[config.mk]
export PLATFORM = sky130hd
export DESIGN_NAME = spi_reg_rdmux
export DESIGN_NICKNAME = d
export VERILOG_FILES = /design/src/rtl/spi_reg_rdmux.sv
export SDC_FILE = /design/constraint.sdc
export NUM_CORES = 1
export LEC_CHECK = 0
export BUFFER_PORTS_ARGS = -buffer_cell sky130_fd_sc_hd__clkbuf_2
export CORE_MARGIN = 1.5
export CORE_UTILIZATION = 40
export CTS_BUF_LIST = sky130_fd_sc_hd__clkbuf_16
export DETAILED_ROUTE_END_ITERATION = 10
export GPL_TIMING_DRIVEN = 0
export PLACE_DENSITY = 0.95
export SLEW_MARGIN = 25
export SYNTH_ARGS = -nofsm -noshare
export SYNTH_HDL_FRONTEND = slang
export SYNTH_SLANG_ARGS = --single-unit
[constraint.sdc]
create_clock -name clk_i -period 2.8 [get_ports clk_i]
set_input_delay 0.28 -clock clk_i [delete_from_list [all_inputs] [get_ports clk_i]]
set_output_delay 0.28 -clock clk_i [all_outputs]
set_load 0.05 [all_outputs]
[src/rtl/spi_reg_rdmux.sv]
// Register readback port: selects one register word by address into a one-entry
// output register with valid/ready handshake, range error flag and clear-on-read pulses.
module spi_reg_rdmux #(
  parameter int                   NUM_REGS = 4,
  parameter int                   DATA_W   = 32,
  parameter int                   ADDR_W   = $clog2(NUM_REGS),
  parameter logic [NUM_REGS-1:0]  CLR_MASK = '0
) (
  input  logic                       clk_i,
  input  logic                       rst_ni,
  input  logic [NUM_REGS*DATA_W-1:0] reg_data_i,
  input  logic                       rd_req_i,
  input  logic [ADDR_W-1:0]          rd_addr_i,
  output logic                       rd_req_ready_o,
  output logic                       rd_valid_o,
  input  logic                       rd_ready_i,
  output logic [DATA_W-1:0]          rd_data_o,
  output logic                       rd_err_o,
  output logic [NUM_REGS-1:0]        clr_o
);

  typedef enum logic {
    EMPTY = 1'b0,
    FULL  = 1'b1
  } state_t;

  // One extra bit so the range compare never aliases for non-power-of-two NUM_REGS.
  localparam logic [ADDR_W:0] REG_LIMIT = (ADDR_W+1)'(NUM_REGS);

  state_t              state_q;
  state_t              state_d;
  logic                accept;
  logic                complete;
  logic                in_range;
  logic [DATA_W-1:0]   sel_word;
  logic [ADDR_W-1:0]   addr_q;
  logic [NUM_REGS-1:0] clr_d;

  assign rd_valid_o     = (state_q == FULL);
  assign rd_req_ready_o = !rd_valid_o || rd_ready_i;
  assign accept         = rd_req_i && rd_req_ready_o;
  assign complete       = rd_valid_o && rd_ready_i;
  assign in_range       = ({1'b0, rd_addr_i} < REG_LIMIT);

  always_comb begin
    sel_word = '0;
    for (int i = 0; i < NUM_REGS; i++) begin
      if (rd_addr_i == ADDR_W'(i)) begin
        sel_word = reg_data_i[i*DATA_W +: DATA_W];
      end
    end
  end

  always_ff @(posedge clk_i) begin
    if (!rst_ni) begin
      state_q <= EMPTY;
    end else begin
      state_q <= state_d;
    end
  end

  always_comb begin
    state_d = state_q;
    case (state_q)
      EMPTY:   if (accept) state_d = FULL;
      FULL:    if (complete && !accept) state_d = EMPTY;
      default: state_d = EMPTY;
    endcase
  end

  // The pulse refers to the result leaving on this edge, i.e. the old addr_q/rd_err_o.
  always_comb begin
    clr_d = '0;
    if (complete && !rd_err_o) begin
      for (int i = 0; i < NUM_REGS; i++) begin
        if (addr_q == ADDR_W'(i) && CLR_MASK[i]) begin
          clr_d[i] = 1'b1;
        end
      end
    end
  end

  always_ff @(posedge clk_i) begin
    if (!rst_ni) begin
      rd_data_o <= '0;
      rd_err_o  <= 1'b0;
      addr_q    <= '0;
      clr_o     <= '0;
    end else begin
      clr_o <= clr_d;
      if (accept) begin
        rd_data_o <= in_range ? sel_word : '0;
        rd_err_o  <= !in_range;
        addr_q    <= rd_addr_i;
      end
    end
  end

endmodule

-- Yosys cells after proc, flatten, opt, wreduce, memory -nomap -nowiden
Index checks and enable logic that the tools add are counted.
- word-level logic and storage cells: 20
- input bits: 134
- register bits after elaboration: 33
- muxes and demuxes: 7
- bitwise operators: 1
- equality and inequality tests: 3
- reductions and logical operators: 7
- operators with widths (operator ; count):
    32-bit two-way mux ; 4
    2-bit equality test, second input constant ; 2
    1-bit logical AND ; 3
    2-bit by 1-bit equality test with 1-bit output, second input constant ; 1
    1-bit zero test ; 2
    2-bit zero test ; 1
    1-bit two-way mux ; 2
    1-bit one-hot mux with 2 select lines ; 1
    1-bit logical OR ; 1
    1-bit NOT ; 1

-- Logic depth before layout (Yosys ltp)
Gate-level depths: netlist (run 1).
- word-level depth: 7
- mapped depth: 5
- gate-level depth less buffers: 3

-- Worst setup path before layout (run 1)
Ideal clock, no wire load.
- kind: flip-flop to flip-flop
- start point: reg state_q, in the netlist rd_valid_o
- end point: reg rd_data_o[16]
- setup slack: 0.820 ns
- setup time: 0.117 ns
- arrival time: 1.863 ns
- period minus slack after synthesis: 1.980 ns
- path buffers: 2
- data required time: 2.683 ns
- cell stages (with the launch flop): 6
- cells stage by stage: dfxtp_1 -> nand2b_1 -> and3_1 -> clkbuf_1 -> buf_2 -> a22o_1
- word-level cells in the longest chain between the ends: 3
- ends and longest elaborated chain (element ; line ; source):
    start, declared ; 30 ; state_t state_q;
    start signal, assigned ; 58 ; state_q <= state_d;
    1-bit zero test ; 40 ; assign rd_req_ready_o = !rd_valid_o || rd_ready_i;
    1-bit logical OR ; 40 ;
    named net rd_req_ready_o ; 14 ; output logic rd_req_ready_o,
    1-bit logical AND ; 41 ; assign accept = rd_req_i && rd_req_ready_o;
    end signal, assigned ; 92 ; rd_data_o <= in_range ? sel_word : '0;
    end, declared ; 17 ; output logic [DATA_W-1:0] rd_data_o,
The timed path passes the listed nets, and every way through them passes these cells.
A chain may end at the register's enable or synchronous reset.

-- Final worst setup path (run 1)
- start point: reg state_q, in the netlist rd_valid_o
- end point: reg rd_data_o[0]
- word-level cells in the longest chain between the ends: 3
- ends and longest elaborated chain (element ; line):
    1-bit zero test ; 40
    1-bit logical OR ; 40
    1-bit logical AND ; 41
Every way passes these cells.

==> results.md, run 1 <==
- Wire length per cell: ~16 µm
- Met1 WL: just over 2000 µm
- Synth area leader: mux4_2
- Final Max Slew Viols: 0
- Post-synth EDFFs: 0
- Final core occ: 65.6%
- Final clock skew: 3.69 ps
- Num CTS Buffers: 5
- Combinational power share: roughly 30%
- CTS resizes: 0
- Synth top area cells: mux4_2, dfxtp_1, a22o_1
- H-tree levels: 2
- Final wirelength: 5650 µm
- Layout area overhead: 56.9%
- Max Cap Viol: 0
- Cell Area, Synth: roughly 0.0018 mm²
- Worst Setup End Kind: register
- Largest net degree at the start of global routing: 11
- Worst path required time: 3010 ps
- Min Tclk post-route: 1450 ps
- Met3 wire len: 404 µm
- First-pass GRT wire length: between 8000 and 9000 µm
- Final Hold Viols: 0
- FP Rows: 24
- DR vias: around 1,900
- Clk pwr share: approximately 33%
- Yosys warns: 0
- Sw Share: between 30% and 40%
- CP delay by family, top: compound AO/OA/AOI/OAI gates
- Worst VDD drop: 0.000282 V
- Worst Path Arrival: 1650 ps
- HPWL Detailed: 4750 µm
- CTS Hold Buffers Added: 0
- Clock sinks: 33
- Hold crit path type: input pin to register
- Buffer and inverter count on the worst path: 1
- Core area: 0.00438 mm²
- Starting Density: around two fifths
- Part of the power in registers: a little over a third
- CP startpoint kind: register
- Vias per cell: around 5.3
- Antenna Nets Post-Route: 0
- Crit path largest cell delay: ~420 ps
- Most frequent cell after synthesis: dfxtp_1
- Share of the synthesized area in the top cell type: 36.8%
- Syn Area/Cell: 15.0 µm²
- Total congestion overflow: 0
- Die area: ~0.005 mm²
- TritonRoute pass-1 iters: 4
- IO Count: roughly 170
- Relative slew slack: between 50% and 60%
- Clock root cell: clkbuf_16
- Setup violators final: 0
- Critical Path Fanout Max: 10
- Post-synthesis async set-or-reset flop share: 0%
- Internal power: approximately 1.0 mW
- Slew @ Worst Pin: 609 ps
- Net count, final: 433
- Predominant post-synthesis flop cell: dfxtp_1
- Status: completed
- PwrDens: between 500 and 600 mW/mm²
- TNS Setup: 0 ps
- Psw: 0.443 mW
- Syn Inst Count: 122
- Iteration-0 DRC count of the detailed router: 98
- DR DRC count: 0
- CTS tree: yes
- Clk Latency, worst-skew pair: about 260 ps
- Post-CTS Setup Repair Bufs: 0
- Sequential area share after synthesis: 36.0%
- Met2 WL: 3090 µm
- Yosys cell types: 15
- Highest routed layer: met4
- Die width: 70.7 µm
- Leakage Power: 1.50 nW
- Post-synth top cells: dfxtp_1, a22o_1, mux4_2, buf_2, buf_4
- Worst path slowest cell: a21boi_1
- Chip Height: 70.7 µm
- Initial antenna violation count: 0
- Fmax: ~690 MHz
- RSZ-0062 raised after global routing: no
- Layout cell share with drive strength beyond 1: between 70% and 80%
- Clock Path Buffers: 2
- Tcrit/Tclk final: 51.6%
- Vias in the first global route: 1,965
- Ant. Diodes: 0
- Kind of critical path: register to register
- Clk slew on worst S/H paths: 50 ps
- PortBufs: 166
- Flops & latches, synth: 33
- Crit-path cells: nand2b_1 -> a21boi_1 -> buf_2 -> a22o_1
- GRT Overall Usage: 22.6%
- Placer Congestion: 0.729
-- metal layers --
metal  track usage [%]  up-vias
met2              43.1      106
li1                  -      863
met4              6.71        0
met5                 0        -
met1              25.2      899
met3              4.42        8
-- power groups by stage --
| stage | sequential, mW | combinational (mW) | clock (mW) |
|---|---|---|---|
| global route | 0.531 | 0.476 | 0.520 |
| global placement | 0.536 | 0.441 | 0 |
| CTS | 0.528 | 0.453 | 0.503 |
| floorplan | 0.661 | 0.174 | 0 |
| detailed placement | 0.537 | 0.453 | 0 |
| finish | 0.528 | 0.450 | 0.490 |
-- cell type report --
type                    count  area (µm²)
plain buffers              19         130
clock inverters             2        7.51
repair buffers            166         831
fillers                   352        1510
flip-flops and latches     33         661
inverters                   1        3.75
clock buffers               5         125
well taps                  52        65.1
multi-input cells          73        1050
-- per-stage QoR --
stage	std cells	setup WS, ps	hold slack (ps)	total power [mW]	area (µm²)
2_1_floorplan	126	820	419	0.835	1850
3_5_place_dp	344	1180	462	0.990	2750
6_report	351	1350	278	1.47	2880
3_3_place_gp	344	1230	461	0.976	2750
4_1_cts	351	1400	275	1.48	2880
5_1_grt	351	1280	271	1.53	2880
-- flip-flops by register name (all words and copies together) (netlist names) --
signal	count
rd_data_o	32
rd_valid_o	1
-- worst paths after layout --
check                     start       endpoint  slack (ps)  cells after the start
setup / recovery     rd_valid_o   rd_data_o[0]        1350                      4
hold reg to reg   rd_data_o[28]  rd_data_o[28]         480                      1
setup reg to reg     rd_valid_o   rd_data_o[0]        1350                      4
hold / removal           rst_ni     rd_valid_o         280                      2
-- cells in the final DEF (no fill, tap or decap), types with 2 or more instances in the layout --
cell	instances
conb_1	5
buf_2	8
mux4_2	30
inv_1	2
buf_4	5
mux4_1	2
clkbuf_2	166
a22o_1	32
dfxtp_1	33
buf_6	4
clkbuf_16	5
-- kinds of logic after synthesis --
family	synth area share [%]
flops	36.0
compound gates	16.1
buf+inv	7.30
simple gates	0.683
mux	39.7
other cells	0.204
(Power assumes the default switching activity.)
==> run 2, diff against run 1 <==
Settings changed: ABC_AREA from default to 1, CORE_UTILIZATION 40 to 36, PLACE_DENSITY 0.95 to 0.87.
Clock period 2.8 ns to 1.3 ns, I/O delays scaled along.
==> results.md, run 2 <==
- Status: completed
- Starting Density: around 37%
- IO Count: 173
- Yosys warns: 0
- Max Cap Viol: 0
- Yosys cell types: 18
- FP Rows: 28
- Share of the synthesized area in the top cell type: between 30% and 40%
- GRT Overall Usage: between 20% and 30%
- Top reg by flops: rd_data_o
- Iteration-0 DRC count of the detailed router: 177
- Die area: 0.00654 mm²
- PortBufs: 166
- Leakage Power: 1.75 nW
- Num CTS Buffers: 5
- DP Area: 0.00313 mm²
- DR vias: 3,047
- Clk Latency, worst-skew pair: 280 ps
- Setup violators final: 0
- Worst Path Arrival: 1360 ps
- CP startpoint kind: register
- Worst path required time: 1450 ps
- Design Area, Final: 0.00327 mm²
- RSZ-0062 raised after global routing: yes
- Buffer and inverter count on the worst path: 2
- Clock root cell: clkbuf_16
- Clk slew on worst S/H paths: 50 ps
- Multi-input gate area: between 0.001 and 0.0015 mm²
- Worst path slowest cell: dfxtp_4
- Crit path largest cell delay: 350 ps
- HPWL Detailed: 6310 µm
- Kind of critical path: register to register
- Core area: between 0.005 and 0.006 mm²
- Commonest non-fill, non-tap cells in the layout: clkbuf_2, nand2_1, nand3_1
- Min Tclk post-route: 1210 ps
- PwrDens: 1010 mW/mm²
- Max FFs per register: 32
- Post-synth EDFFs: 0
- Post-CTS Setup Repair Bufs: 0
- Die width: 80.9 µm
- R2r setup slk: 90 ps
- H-tree levels: 2
- Fillers: ~600
- Cell count after placement: around 600
- Layout cell share with drive strength beyond 1: 39.1%
- Final core occ: 55.6%
- Placer Congestion: approximately 0.9
- Syn Inst Count: 356
- Chip Height: 80.9 µm
- Overall power: 3.29 mW
- Flops & latches, synth: 33
- Clock sinks: 33
- Final clock skew: 4.44 ps
- Total congestion overflow: 0
- Post-synthesis async set-or-reset flop share: 0%
- Predominant post-synthesis flop cell: dfxtp_1
- Worst Setup End Kind: register
- Sequential area share after synthesis: between 30% and 40%
- Largest net degree at the start of global routing: 11
- Initial antenna violation count: 0
- Antenna Nets Post-Route: 0
- Clock Path Buffers: 2
- CP delay by family, top: flip-flops
- Vias per cell: 5.00
- Hold crit path type: input pin to register
- TritonRoute pass-1 iters: 5
- TNS Setup: 0 ps
- Reg area: between 600 and 700 µm²
- Crit-path cells: nand2_4 -> nand2_2 -> inv_1 -> clkbuf_4 -> o21ai_0 -> a21oi_1
- Most frequent cell after synthesis: nand2_1
- Worst VDD drop: 0.000525 V
- Final Hold Viols: 0
- First-pass GRT wire length: around 12,000 µm
- Critical Path Fanout Max: 10
- Tcrit/Tclk final: 92.9%
- Cell Area, Synth: about 0.0022 mm²
- Synth area leader: dfxtp_1
- Net count, final: about 670
- Final wirelength: 8170 µm
- Ant. Diodes: 0
- Wire length per cell: 13.4 µm
- Most common cell after layout, fill and taps aside: clkbuf_2
- Final Max Slew Viols: 0
- Layout area overhead: 50.1%
- DR DRC count: 0
- Syn Area/Cell: 6.13 µm²
- Layout Cells excl Fill: 609
- Synth top area cells: dfxtp_1, nand3_1, nand2_1
- Post-synth top cells: nand2_1, nand3_1, o21ai_0, nor2_1
- CTS tree: yes
- Fmax: 828 MHz
- Vias in the first global route: 2,682
[run 2: cell count changes in the layout (fill, tap and decap cells not counted), sizes merged, moves of 7 or more]
cell,before,now
a21oi,0,33
o21ai,0,43
a22o,32,0
or2,0,11
nor2,0,43
buf,18,26
nand3,0,64
clkbuf,172,179
mux4,32,0
nand2,0,88
[run 2: worst paths after layout]
path / from / endpoint / depth (start not counted)
max: rd_valid_o / rd_data_o[7] / 6
min: rd_req_i / rd_valid_o / 3
max reg2reg: rd_valid_o / rd_data_o[7] / 6
min reg2reg: rd_data_o[18] / rd_data_o[18] / 2
[run 2: final cells by class]
| type | count | share of cell area [%] |
|---|---|---|
| clock inverters | 3 | 0.344 |
| repair buffers | 166 | 25.4 |
| inverters | 6 | 0.688 |
| multi-input cells | 287 | 40.0 |
| clock buffers | 5 | 3.82 |
| plain buffers | 34 | 6.65 |
| well taps | 75 | 2.87 |
| flip-flops and latches | 33 | 20.3 |
[run 2: metrics by stage]
step | worst slack (ps) | hold slack [ps]
after floorplan | 36.2 | 254
after global placement | 43.3 | 370
after detailed placement | 12.6 | 376
after CTS | 39.8 | 85.5
after global routing | -31.8 | 116
final | 92.3 | 89.7
[run 2: cells by family (layout without fill, tap and decap cells)]
| logic type | Yosys count | count (layout) | share of synthesized area, % |
|---|---|---|---|
| simple gates | 206 | 206 | 41.5 |
| flops | 33 | 33 | 30.3 |
| buf+inv | 40 | 214 | 10.7 |
| other cells | 1 | 5 | 0.172 |
| compound gates | 76 | 76 | 17.4 |
[run 2: routing by layer]
| layer | global-route usage, % | share of wire, % | up-vias |
|---|---|---|---|
| met5 | 0 | 0 | - |
| met4 | 8.45 | 1.7 | 0 |
| met3 | 4.38 | 6.7 | 15 |
| met2 | 40.5 | 48 | 151 |
| met1 | 29.9 | 43 | 1356 |
| li1 | - | - | 1525 |
[run 2: power breakdown]
part	switching (mW)	internal [mW]
combinational	0.696	0.372
clock	0.406	0.688
sequential	0.0400	1.09
total	1.14	2.15
[run 2: worst reg2reg max path, delay by kind of cell, from the launching register on]
kind | cells | cell delay, ps
AO/OA/AOI/OAI | 2 | 250
flip-flops | 1 | 350
AND/OR/NAND/NOR | 2 | 200
buffers and inverters | 2 | 290
[run 2: repair_timing]
item / CTS / global route
resized for setup: 2 / 5
hold buffers: 0 / 0
setup endpoints to repair: 6 / 18
==> run 3, diff against run 2 <==
Settings changed: PLACE_DENSITY 0.87 to 0.85.
==> results.md, run 3 (synthesized netlist as in run 2, its figures left out) <==
- Status: completed
- Clk slew on worst S/H paths: 60 ps
- DP Area: 0.00313 mm²
- DR DRC count: 0
- Hold_sp: rd_req_i
- Placer Congestion: between 0.8 and 0.9
- Clock Path Buffers: 2
- Clock root cell: clkbuf_16
- Clk pwr share: 33.4%
- Total congestion overflow: 0
- Post-CTS Setup Repair Bufs: 0
- Fillers: between 500 and 600
- Net count, final: 667
- Starting Density: 37.1%
- IO Count: between 150 and 200
- Internal power: 2.15 mW
- Hold Crit Depth: 3
- TritonRoute pass-1 iters: 6
- Layout area overhead: 49.9%
- Final Max Slew Viols: 0
- Part of the power in registers: 34.2%
- Cell count after placement: 601
- Largest net degree at the start of global routing: 11
- Vias in the first global route: ~2,700
- R2r setup slk: 120 ps
- Worst VDD drop: 0.000570 V
- H-tree levels: 2
- Iteration-0 DRC count of the detailed router: approximately 170
- PwrDens: ~1000 mW/mm²
- Initial antenna violation count: 0
- Min Tclk post-route: roughly 1200 ps
- Kind of critical path: register to register
- PortBufs: 166
- FP Rows: 28
- Fmax: 847 MHz
- Clk Latency, worst-skew pair: 280 ps
- Die width: 80.9 µm
- Worst path slowest cell: dfxtp_4
- CP startpoint kind: register
- Max FFs per register: 32
- Final clock skew: 7.63 ps
- R2r worst-path depth: 6
- Reg-to-Reg End: rd_data_o[28]
- Sw Share: 34.7%
- Worst path required time: 1500 ps
- Overall power: roughly 3.3 mW
- Critical Path Fanout Max: 10
- RSZ-0062 raised after global routing: no
- Ant. Diodes: 0
- Die area: 0.00654 mm²
- Hold EP: rd_valid_o
- Final wirelength: 8060 µm
- CTS Hold Buffers Added: 0
- HPWL Detailed: 6210 µm
- Hold crit path type: input pin to register
- Vias per cell: ~5
- Final core occ: 55.6%
- Top reg by flops: rd_data_o
- Combinational power share: 32.3%
- Worst Setup End Kind: register
- Layout cell share with drive strength beyond 1: 39.1%
- First-pass GRT wire length: 12,400 µm
- Commonest non-fill, non-tap cells in the layout: clkbuf_2, nand2_1, nand3_1
- Crit-path cells: nand2_4 -> nand2_2 -> inv_1 -> buf_2 -> o21ai_0 -> a21oi_1
- CTS tree: yes
- Layout Cells excl Fill: 609
- GRT Overall Usage: 24.5%
- Core area: 0.00589 mm²
- Tcrit/Tclk final: 90.8%
- Clock sinks: 33
- Crit path largest cell delay: 350 ps
- Max Cap Viol: 0
- Setup violators final: 0
- TNS Setup: 0 ps
- Wire length per cell: 13.2 µm
- R2R Path Start: rd_valid_o
- Antenna Nets Post-Route: 0
- DR vias: between 3,000 and 4,000
- Leakage Power: approximately 1.8 nW
- Chip Height: just over 80 µm
- Psw: between 1 and 1.5 mW
- Design Area, Final: 0.00327 mm²
- Worst Path Arrival: 1380 ps
- Num CTS Buffers: 5
- Most common cell after layout, fill and taps aside: clkbuf_2
- Final Hold Viols: 0
-- run 3: cell types whose count changed in the layout (fill, tap and decap cells not counted) --
cell,before,now
clkbuf_4,1,0
o21ai_1,0,2
o21ai_0,43,41
clkbuf_2,170,171
-- run 3: power by group through the flow --
stage	clock, mW	sequential [mW]	combinational (mW)
global route	1.20	1.13	1.16
floorplan	0	1.41	0.420
CTS	1.12	1.13	1.06
global placement	0	1.14	1.04
detailed placement	0	1.15	1.06
finish	1.10	1.13	1.06
-- run 3: critical path, delay by kind of cell (launching register included) --
family,cells,cell delay (ps)
buffers and inverters,2,330
AOI/OAI and AO/OA,2,240
and+or+nand+nor,2,180
DFF,1,350
-- run 3: layout make-up --
cell class / instances / area (µm²) / area share [%]
multi-input combinational: 287 / 1310 / 40.0
clock inverter: 3 / 11.3 / 0.344
timing repair buffer: 166 / 831 / 25.4
clock buffer: 5 / 125 / 3.82
sequential: 33 / 664 / 20.3
tap: 75 / 93.8 / 2.87
inverter: 6 / 22.5 / 0.688
buffer: 34 / 215 / 6.58
-- run 3: layer usage --
metal	track usage, %	up-vias	wire length [µm]
li1	-	1519	-
met1	30.4	1352	3440
met2	41.6	146	3960
met3	5.39	18	543
met4	8.28	0	113
met5	0	-	0
-- run 3: what timing repair did --
item | in CTS | in global routing
hold endpoints to repair | 0 | 0
setup endpoints to repair | 1 | 23
pin swaps | 0 | 0
gates resized for setup | 1 | 7
-- run 3: through the flow --
step	worst slack, ps	hold WS, ps
2_1_floorplan	36.2	254
3_3_place_gp	46.8	372
3_5_place_dp	-3.44	387
4_1_cts	16.8	97.8
5_1_grt	15.7	110
6_report	119	98.5
-- run 3: worst max-delay path by stage --
| stage | from | end | slack (ps) | depth (start not counted) |
|---|---|---|---|---|
| finish | rd_valid_o | rd_data_o[28] | 120 | 6 |
| detailed placement | rd_valid_o | rd_data_o[28] | -3 | 5 |
| global placement | rd_valid_o | rd_data_o[23] | 50 | 5 |
| global route | rd_valid_o | rd_data_o[23] | 20 | 6 |
| floorplan | rd_valid_o | rd_data_o[19] | 40 | 5 |
| CTS | rd_valid_o | rd_data_o[30] | 20 | 5 |
